===== config.mk =====
export PLATFORM = sky130hd
export DESIGN_NAME = cache_line_sequencer
export DESIGN_NICKNAME = d
export VERILOG_FILES = /design/src/rtl/cache_line_sequencer.sv
export SDC_FILE = /design/constraint.sdc
export NUM_CORES = 1
export LEC_CHECK = 0
export ABC_AREA = 1
export CORE_AREA = 2 2 170 172
export DETAILED_ROUTE_END_ITERATION = 8
export DIE_AREA = 0 0 172 174
export PLACE_DENSITY = 0.78
export SYNTH_ARGS = -nofsm -noshare
export SYNTH_HDL_FRONTEND = slang
export SYNTH_SLANG_ARGS = --single-unit
export TNS_END_PERCENT = 30

===== constraint.sdc =====
create_clock -name clk -period 2 [get_ports clk]
set_input_delay 0.2 -clock clk [delete_from_list [all_inputs] [get_ports clk]]
set_output_delay 0.2 -clock clk [all_outputs]
set_load 0.02 [all_outputs]

===== src/rtl/cache_line_sequencer.sv =====
// cache_line_sequencer
// Whole-line refill / writeback engine between the tag arbiter, a single-port
// cache data RAM ({line, word} addressed, 1-cycle read latency) and a
// word-wide bus master port. Also drains every dirty line while force_sync
// is held.
//
// Optional feature macro: SEQ_BUS_TIMEOUT_EN
//   defined   - an 8-bit bus-ack watchdog aborts a stalled transfer after
//               TIMEOUT cycles and sets the sticky bus_err flag.
//   undefined - the sequencer waits indefinitely for bus_ack, bus_err = 0.
module cache_line_sequencer #(
    parameter int ENTRY_NUM  = 8,
    parameter int SEL_WIDTH  = (ENTRY_NUM > 1) ? $clog2(ENTRY_NUM) : 1,
    parameter int TAG_LSB    = 10,
    parameter int LINE_WORDS = 2 ** (TAG_LSB - 2),
    parameter int WIDX       = $clog2(LINE_WORDS),
    parameter int TIMEOUT    = 255
) (
    input  logic                      clk,
    input  logic                      rst_n,
    input  logic                      line_miss,
    input  logic                      replace_dirty,
    input  logic [SEL_WIDTH-1:0]      entry_replace_sel,
    input  logic [31:0]               access_addr,
    input  logic                      force_sync,
    output logic                      line_refill,
    output logic [31:0]               refill_pa,
    output logic                      writeback_ok,
    output logic                      busy,
    output logic                      sync_done,
    output logic [SEL_WIDTH+WIDX-1:0] cmem_addr,
    output logic                      cmem_we,
    output logic [31:0]               cmem_wdata,
    input  logic [31:0]               cmem_rdata,
    output logic                      bus_req,
    output logic                      bus_we,
    output logic [31:0]               bus_addr,
    output logic [31:0]               bus_wdata,
    input  logic [31:0]               bus_rdata,
    input  logic                      bus_ack,
    output logic                      bus_err
);

    localparam int              TAG_W  = 32 - TAG_LSB;
    localparam logic [WIDX-1:0] LAST_W = WIDX'(LINE_WORDS - 1);
    localparam logic [WIDX-1:0] ONE_W  = WIDX'(1);

    typedef enum logic [2:0] {
        IDLE    = 3'd0,
        WB_RD   = 3'd1,
        WB_BUS  = 3'd2,
        WB_DONE = 3'd3,
        RF_BUS  = 3'd4,
        RF_DONE = 3'd5
    } state_t;

    state_t                 state_r;
    logic [SEL_WIDTH-1:0]   vsel_r;
    logic [TAG_W-1:0]       mbase_tag_r;
    logic [WIDX-1:0]        widx_r;
    logic                   sync_mode_r;
    logic [TAG_W-1:0]       stag_r [ENTRY_NUM];

    logic                   bus_req_r;
    logic                   bus_we_r;
    logic [31:0]            bus_addr_r;
    logic                   line_refill_r;
    logic [31:0]            refill_pa_r;
    logic                   writeback_ok_r;

    logic                   timeout_s;
    logic [WIDX-1:0]        widx_inc_s;
    logic                   last_word_s;

    // Only the line-tag bits of the access address are meaningful here.
    logic unused_s;
    assign unused_s = ^access_addr[TAG_LSB-1:0];

    assign widx_inc_s  = widx_r + ONE_W;
    assign last_word_s = (widx_r == LAST_W);

`ifdef SEQ_BUS_TIMEOUT_EN
    logic [7:0] wd_cnt_r;
    logic       bus_err_r;

    assign timeout_s = bus_req_r & ~bus_ack & (wd_cnt_r == 8'(TIMEOUT - 1));

    // Watchdog: count unacknowledged request cycles, latch a sticky error on expiry.
    always_ff @(posedge clk or negedge rst_n) begin
        if (!rst_n) begin
            wd_cnt_r  <= 8'd0;
            bus_err_r <= 1'b0;
        end else if (timeout_s) begin
            wd_cnt_r  <= 8'd0;
            bus_err_r <= 1'b1;
        end else if (bus_req_r && !bus_ack) begin
            wd_cnt_r  <= wd_cnt_r + 8'd1;
        end else begin
            wd_cnt_r  <= 8'd0;
        end
    end

    assign bus_err = bus_err_r;
`else
    localparam int UNUSED_TIMEOUT = TIMEOUT;
    assign timeout_s = 1'b0;
    assign bus_err   = 1'b0;
`endif

    // Main sequencer: state, transfer bookkeeping, shadow tags and registered outputs.
    always_ff @(posedge clk or negedge rst_n) begin
        if (!rst_n) begin
            state_r        <= IDLE;
            vsel_r         <= {SEL_WIDTH{1'b0}};
            mbase_tag_r    <= {TAG_W{1'b0}};
            widx_r         <= {WIDX{1'b0}};
            sync_mode_r    <= 1'b0;
            bus_req_r      <= 1'b0;
            bus_we_r       <= 1'b0;
            bus_addr_r     <= 32'h0000_0000;
            line_refill_r  <= 1'b0;
            refill_pa_r    <= 32'h0000_0000;
            writeback_ok_r <= 1'b0;
            for (int i = 0; i < ENTRY_NUM; i++) begin
                stag_r[i] <= {TAG_W{1'b0}};
            end
        end else if (timeout_s) begin
            // Abort the stalled transfer silently; the arbiter sees no done pulse.
            state_r        <= IDLE;
            widx_r         <= {WIDX{1'b0}};
            sync_mode_r    <= 1'b0;
            bus_req_r      <= 1'b0;
            bus_we_r       <= 1'b0;
            bus_addr_r     <= 32'h0000_0000;
            line_refill_r  <= 1'b0;
            refill_pa_r    <= 32'h0000_0000;
            writeback_ok_r <= 1'b0;
        end else begin
            line_refill_r  <= 1'b0;
            refill_pa_r    <= 32'h0000_0000;
            writeback_ok_r <= 1'b0;
            case (state_r)
                IDLE: begin
                    if (force_sync && replace_dirty) begin
                        vsel_r      <= entry_replace_sel;
                        sync_mode_r <= 1'b1;
                        widx_r      <= {WIDX{1'b0}};
                        state_r     <= WB_RD;
                    end else if (line_miss) begin
                        vsel_r      <= entry_replace_sel;
                        mbase_tag_r <= access_addr[31:TAG_LSB];
                        sync_mode_r <= 1'b0;
                        widx_r      <= {WIDX{1'b0}};
                        if (replace_dirty) begin
                            state_r <= WB_RD;
                        end else begin
                            state_r    <= RF_BUS;
                            bus_req_r  <= 1'b1;
                            bus_we_r   <= 1'b0;
                            bus_addr_r <= {access_addr[31:TAG_LSB], {TAG_LSB{1'b0}}};
                        end
                    end
                end
                WB_RD: begin
                    // cmem_addr already points at the word; its data is valid next cycle.
                    state_r    <= WB_BUS;
                    bus_req_r  <= 1'b1;
                    bus_we_r   <= 1'b1;
                    bus_addr_r <= {stag_r[vsel_r], widx_r, 2'b00};
                end
                WB_BUS: begin
                    if (bus_ack) begin
                        widx_r     <= widx_inc_s;
                        bus_req_r  <= 1'b0;
                        bus_we_r   <= 1'b0;
                        bus_addr_r <= 32'h0000_0000;
                        if (last_word_s) begin
                            state_r        <= WB_DONE;
                            writeback_ok_r <= 1'b1;
                        end else begin
                            state_r <= WB_RD;
                        end
                    end
                end
                WB_DONE: begin
                    widx_r <= {WIDX{1'b0}};
                    if (sync_mode_r) begin
                        // Back to IDLE so the arbiter can offer the next dirty line.
                        state_r <= IDLE;
                    end else begin
                        state_r    <= RF_BUS;
                        bus_req_r  <= 1'b1;
                        bus_we_r   <= 1'b0;
                        bus_addr_r <= {mbase_tag_r, {TAG_LSB{1'b0}}};
                    end
                end
                RF_BUS: begin
                    if (bus_ack) begin
                        widx_r <= widx_inc_s;
                        if (last_word_s) begin
                            state_r       <= RF_DONE;
                            bus_req_r     <= 1'b0;
                            bus_addr_r    <= 32'h0000_0000;
                            line_refill_r <= 1'b1;
                            refill_pa_r   <= {mbase_tag_r, {TAG_LSB{1'b0}}};
                        end else begin
                            bus_addr_r <= {mbase_tag_r, widx_inc_s, 2'b00};
                        end
                    end
                end
                RF_DONE: begin
                    stag_r[vsel_r] <= mbase_tag_r;
                    widx_r         <= {WIDX{1'b0}};
                    state_r        <= IDLE;
                end
                default: begin
                    state_r     <= IDLE;
                    widx_r      <= {WIDX{1'b0}};
                    sync_mode_r <= 1'b0;
                    bus_req_r   <= 1'b0;
                    bus_we_r    <= 1'b0;
                    bus_addr_r  <= 32'h0000_0000;
                end
            endcase
        end
    end

    // RAM-side and bus data paths are pass-throughs qualified by the current state.
    assign cmem_addr    = {vsel_r, widx_r};
    assign cmem_we      = (state_r == RF_BUS) & bus_ack;
    assign cmem_wdata   = (state_r == RF_BUS) ? bus_rdata : 32'h0000_0000;
    assign bus_wdata    = (state_r == WB_BUS) ? cmem_rdata : 32'h0000_0000;

    assign bus_req      = bus_req_r;
    assign bus_we       = bus_we_r;
    assign bus_addr     = bus_addr_r;
    assign line_refill  = line_refill_r;
    assign refill_pa    = refill_pa_r;
    assign writeback_ok = writeback_ok_r;
    assign busy         = (state_r != IDLE);
    assign sync_done    = force_sync & ~replace_dirty & (state_r == IDLE);

endmodule


==> run_results.csv <==
group,metric,value,unit
global_routing,global_route.overflow_total,0,
setup_path,crit_fanout,33,
routing,antenna_left,0,
finish,multiInputGateArea,0.004813,mm2
power,p_per_area,1493,mW/mm2
clock_network,cts_sinks,269,
yosys,ys.flop_type,"sky130_fd_sc_hd__dfrtp_1",
sta,setup_slack_of_the_critical_path_after_layout,0.03442,ns
power,clock_power_share,0.203,
yosys,synth_cell_types,29,
sta,final_setup_violation_count,0,
global_routing,global_route.usage.total,0.2354,
clock_network,clock_tree.root_cell,"sky130_fd_sc_hd__clkbuf_16",
setup_path,worst_ep_required_time,1.80,ns
die,ioPinCount,252,
run,cap_viol_max_count,0,
yosys,synth_area,0.01276,mm2
yosys,synth_simple_gate_area_frac,0.2367,
yosys,synth.ff_latch_count,269,
setup_path,critical_path.slowest_cell,"sky130_fd_sc_hd__dfrtp_1",
setup_path,setup.worst_path.class,"flip-flop to output port",
global_routing,first_global_vias,10810,
clock_network,htree_num_levels,1,
routing,drt-vias-per-instance,5.018,
finish,flip_flop_and_latch_area,0.006736,mm2
sta,setup_repair_after_global_routing_missed_its_margin,"true",
clock_network,cts_tree,"done",
sta,min_period_over_period,0.9828,
min_path,min-delay-path-class,"input pin to asynchronous set/reset pin",
die,chipHeight,174,um
routing,vias,11430,
finish,synthToLayoutAreaGrowth,29.58,%
placed_design,gp_congestion,0.8539,
die,fp.dieArea,0.02993,mm2
routing,post_route_drc_violation_count,0,
routing,dr.pass1.iters,5,
die,std_cell_rows,62,
sta,max_freq,508.8,MHz
setup_path,worst_ep_arrival_time,1.77,ns
yosys,area_leader_netlist,"sky130_fd_sc_hd__dfrtp_1",
yosys,synth_xor_xnor_area_share,0.002059,
power,power_frac_seq,0.356,
placed_design,dp_hpwl,24460,um
die,floorplan.initialDensity,0.4520,
clock_network,clk_latency,0.54,ns
routing,routed_wirelength,35780,um
setup_path,worst-r2r-setup-slack,0.10,ns
finish,finalInstanceArea,0.01654,mm2
setup_path,cp_cell_sequence,"nor2_2 -> nand2_2 -> buf_12 -> nor2_1 -> clkdlybuf4s15_2",
routing,post_drt_wl_per_cell,15.71,um
finish,layout.nets,1981,
placed_design,io_port_bufs,228,
yosys,ys_top_cells_by_area,"sky130_fd_sc_hd__dfrtp_1 53%, sky130_fd_sc_hd__nand2_1 15%, sky130_fd_sc_hd__o21ai_0 8.5%, sky130_fd_sc_hd__inv_1 6.6%, sky130_fd_sc_hd__nor2_1 3.7%",
die,die_width,172,um
yosys,synth_fa_ha_area_frac,0.0009804,
setup_path,critPathLaunchType,"flip-flop",
global_routing,antenna_found_initial,2,
setup_path,crit_path_max_incr_delay,0.43,ns
yosys,synth_common_cells,"495 x sky130_fd_sc_hd__nand2_1, 269 x sky130_fd_sc_hd__dfrtp_1, 224 x sky130_fd_sc_hd__inv_1",
sta,fin_worst_skew,0.01311,ns
power,switching_fraction_of_total_power,0.4092,
placed_design,placement_stage_cell_area,0.01580,mm2
global_routing,wire_length_of_the_first_global_routing_pass,56130,um
sta,time_the_final_worst_path_needs_with_i_o_delays_and_setup,1.966,ns
global_routing,grt_max_degree,61,
placed_design,place_worst_setup_slack,0.09497,ns
yosys,count_of_flip_flops_with_a_built_in_enable_after_synthesis,0,
routing,drtIter0Drc,1200,
finish,fraction_of_final_layout_cells_sized_beyond_drive_strength_1,0.1200,
power,internal-power,14590,uW
yosys,compound_gate_portion_of_the_synthesized_area,0.1294,
outcome,outcome,"complete, no violations",
setup_path,worst_path_dominant_cell_family,"buffers and inverters",
finish,fillerInstances,2474,
yosys,synth_top_family_by_area,"simple AND/OR/NAND/NOR gates",
yosys,yosys_warnings,0,
yosys,synthesis.instances,1649,
power,pwr-share-comb,0.441,
yosys,synth_seq_area_share,0.5275,
yosys,synthArstFlopShare,1.000,
yosys,post_synth.cell_area_avg,7.739,um2
clock_network,cts_inserted_buffers,27,
setup_path,cp-end-kind,"output port",
sta,timing_hold_violations_final,0,
sta,timing.setup.tns,0,ns
clock_network,ctsLongestPathBuffers,3,
sta,report.final.slew_viol_count,0,
power,power.static_leakage,0.008431,uW
power,net-switching-power,10100,uW
setup_path,critPathBufInv,2,
yosys,synth.area.mux_share,0.0007843,
clock_network,cts_clock_pin_slew_for_the_worst_setup_and_hold_paths,0.06,ns
die,placeableCoreArea,0.02824,mm2
yosys,post-synth-top-count-cell,"sky130_fd_sc_hd__nand2_1",
power,ir_worst_vdd,721.9,uV
yosys,yosys.area.top_type_share,0.5275,
==> cells by family after synthesis <==
group / after synthesis
simple gates: 740
other cells: 1
buf+inv: 326
fa+ha+maj: 1
xor+xnor: 3
mux: 1
flops: 269
compound gates: 308
==> sequential cells by signal (all words and copies together), names as in the netlist <==
register and cells:
writeback_ok 1, line_refill 1, refill_pa 22, bus_req 1, state_r 3, vsel_r 3, sync_mode_r 1, widx_r 8
bus_we 1, mbase_tag_r 22, bus_addr 30, stag_r 176
==> power by group through the flow <==
stage               logic, uW  registers (uW)  clock network [uW]
floorplan                6580            8810                   0
global placement        10700            8720                   0
detailed placement      11000            8820                   0
CTS                     11000            8740                5090
global route            12200            9010                5320
finish                  10900            8780                5020
==> cells in the final DEF (no fill, tap or decap), types with 2 or more instances in the layout <==
cell / n
sky130_fd_sc_hd__nor3_4: 3
sky130_fd_sc_hd__nand4_1: 3
sky130_fd_sc_hd__nand3_1: 61
sky130_fd_sc_hd__clkbuf_16: 27
sky130_fd_sc_hd__clkbuf_2: 3
sky130_fd_sc_hd__inv_1: 222
sky130_fd_sc_hd__or2_2: 40
sky130_fd_sc_hd__o211ai_1: 40
sky130_fd_sc_hd__clkdlybuf4s15_2: 21
sky130_fd_sc_hd__nor3_1: 2
sky130_fd_sc_hd__nor2_4: 2
sky130_fd_sc_hd__nor2_1: 124
sky130_fd_sc_hd__nor2_2: 2
sky130_fd_sc_hd__clkdlybuf4s50_1: 159
sky130_fd_sc_hd__o22ai_1: 7
sky130_fd_sc_hd__o21ai_1: 19
sky130_fd_sc_hd__clkbuf_1: 5
sky130_fd_sc_hd__clkbuf_8: 9
sky130_fd_sc_hd__buf_4: 35
sky130_fd_sc_hd__nand2_2: 5
sky130_fd_sc_hd__a21oi_1: 26
sky130_fd_sc_hd__buf_2: 42
sky130_fd_sc_hd__o21ai_0: 215
sky130_fd_sc_hd__inv_2: 5
sky130_fd_sc_hd__conb_1: 13
sky130_fd_sc_hd__xor2_1: 2
sky130_fd_sc_hd__buf_12: 21
sky130_fd_sc_hd__nand2_1: 493
sky130_fd_sc_hd__nand3_2: 2
sky130_fd_sc_hd__clkinv_2: 2
sky130_fd_sc_hd__dfrtp_1: 267
==> per-layer routing <==
layer	vias up	GRT usage	wire [um]
li1	5558	-	-
met1	5364	0.3053	14540
met2	431	0.4004	17150
met3	68	0.04121	3015
met4	4	0.07528	1049
met5	-	0	27
==> final cells by class <==
cell class              count  share of cell area
flip-flops and latches    269              0.4074
multi-input cells        1066              0.2911
repair buffers            284              0.1677
inverters                 227             0.05152
clock buffers              41             0.04948
well taps                 384             0.02905
clock inverters             5            0.003632
diodes                      1           0.0001513
==> worst register-to-register path, delay by kind of cell, from the launching register on <==
family | cells | cell delay [ns]
simple gates | 6 | 0.71
flops | 1 | 0.59
compound gates | 1 | 0.27
buf+inv | 1 | 0.24
==> final timing paths <==
path,startpoint,to,depth (start not counted)
worst max-delay path,state_r[0]$_DFFE_PN0P_,cmem_wdata[0],5
worst min-delay path,rst_n,stag_r[47]$_DFFE_PN0P_,2
worst max register to register,vsel_r[0]$_DFFE_PN0P_,bus_addr[19]$_DFFE_PN0P_,8
worst min register to register,bus_addr[31]$_DFFE_PN0P_,bus_addr[31]$_DFFE_PN0P_,2
max in group asynchronous,rst_n,stag_r[126]$_DFFE_PN0P_,3
min in group clk,entry_replace_sel[1],vsel_r[1]$_DFFE_PN0P_,3
==> per-stage QoR <==
| step | utilization | power [uW] | cells | hold slack (ns) |
|---|---|---|---|---|
| floorplan | - | 15380 | 1661 | -0.09559 |
| global placement | 0.5594 | 19390 | 2226 | 0.1396 |
| detailed placement | 0.5594 | 19790 | 2226 | 0.1409 |
| CTS | 0.5926 | 24810 | 2276 | 0.1650 |
| global route | 0.5856 | 26540 | 2276 | 0.1809 |
| finish | 0.5857 | 24690 | 2277 | 0.1571 |
==> what timing repair did <==
action	4_1_cts	5_1_grt
buffers inserted	3	0
endpoints found under the hold margin	202	0
hold buffers	1	0
gates resized for setup	208	49
pin swaps	0	0
cloned	0	0
setup endpoints to repair	67	129
No activity file was read; power rests on OpenSTA's default activity.
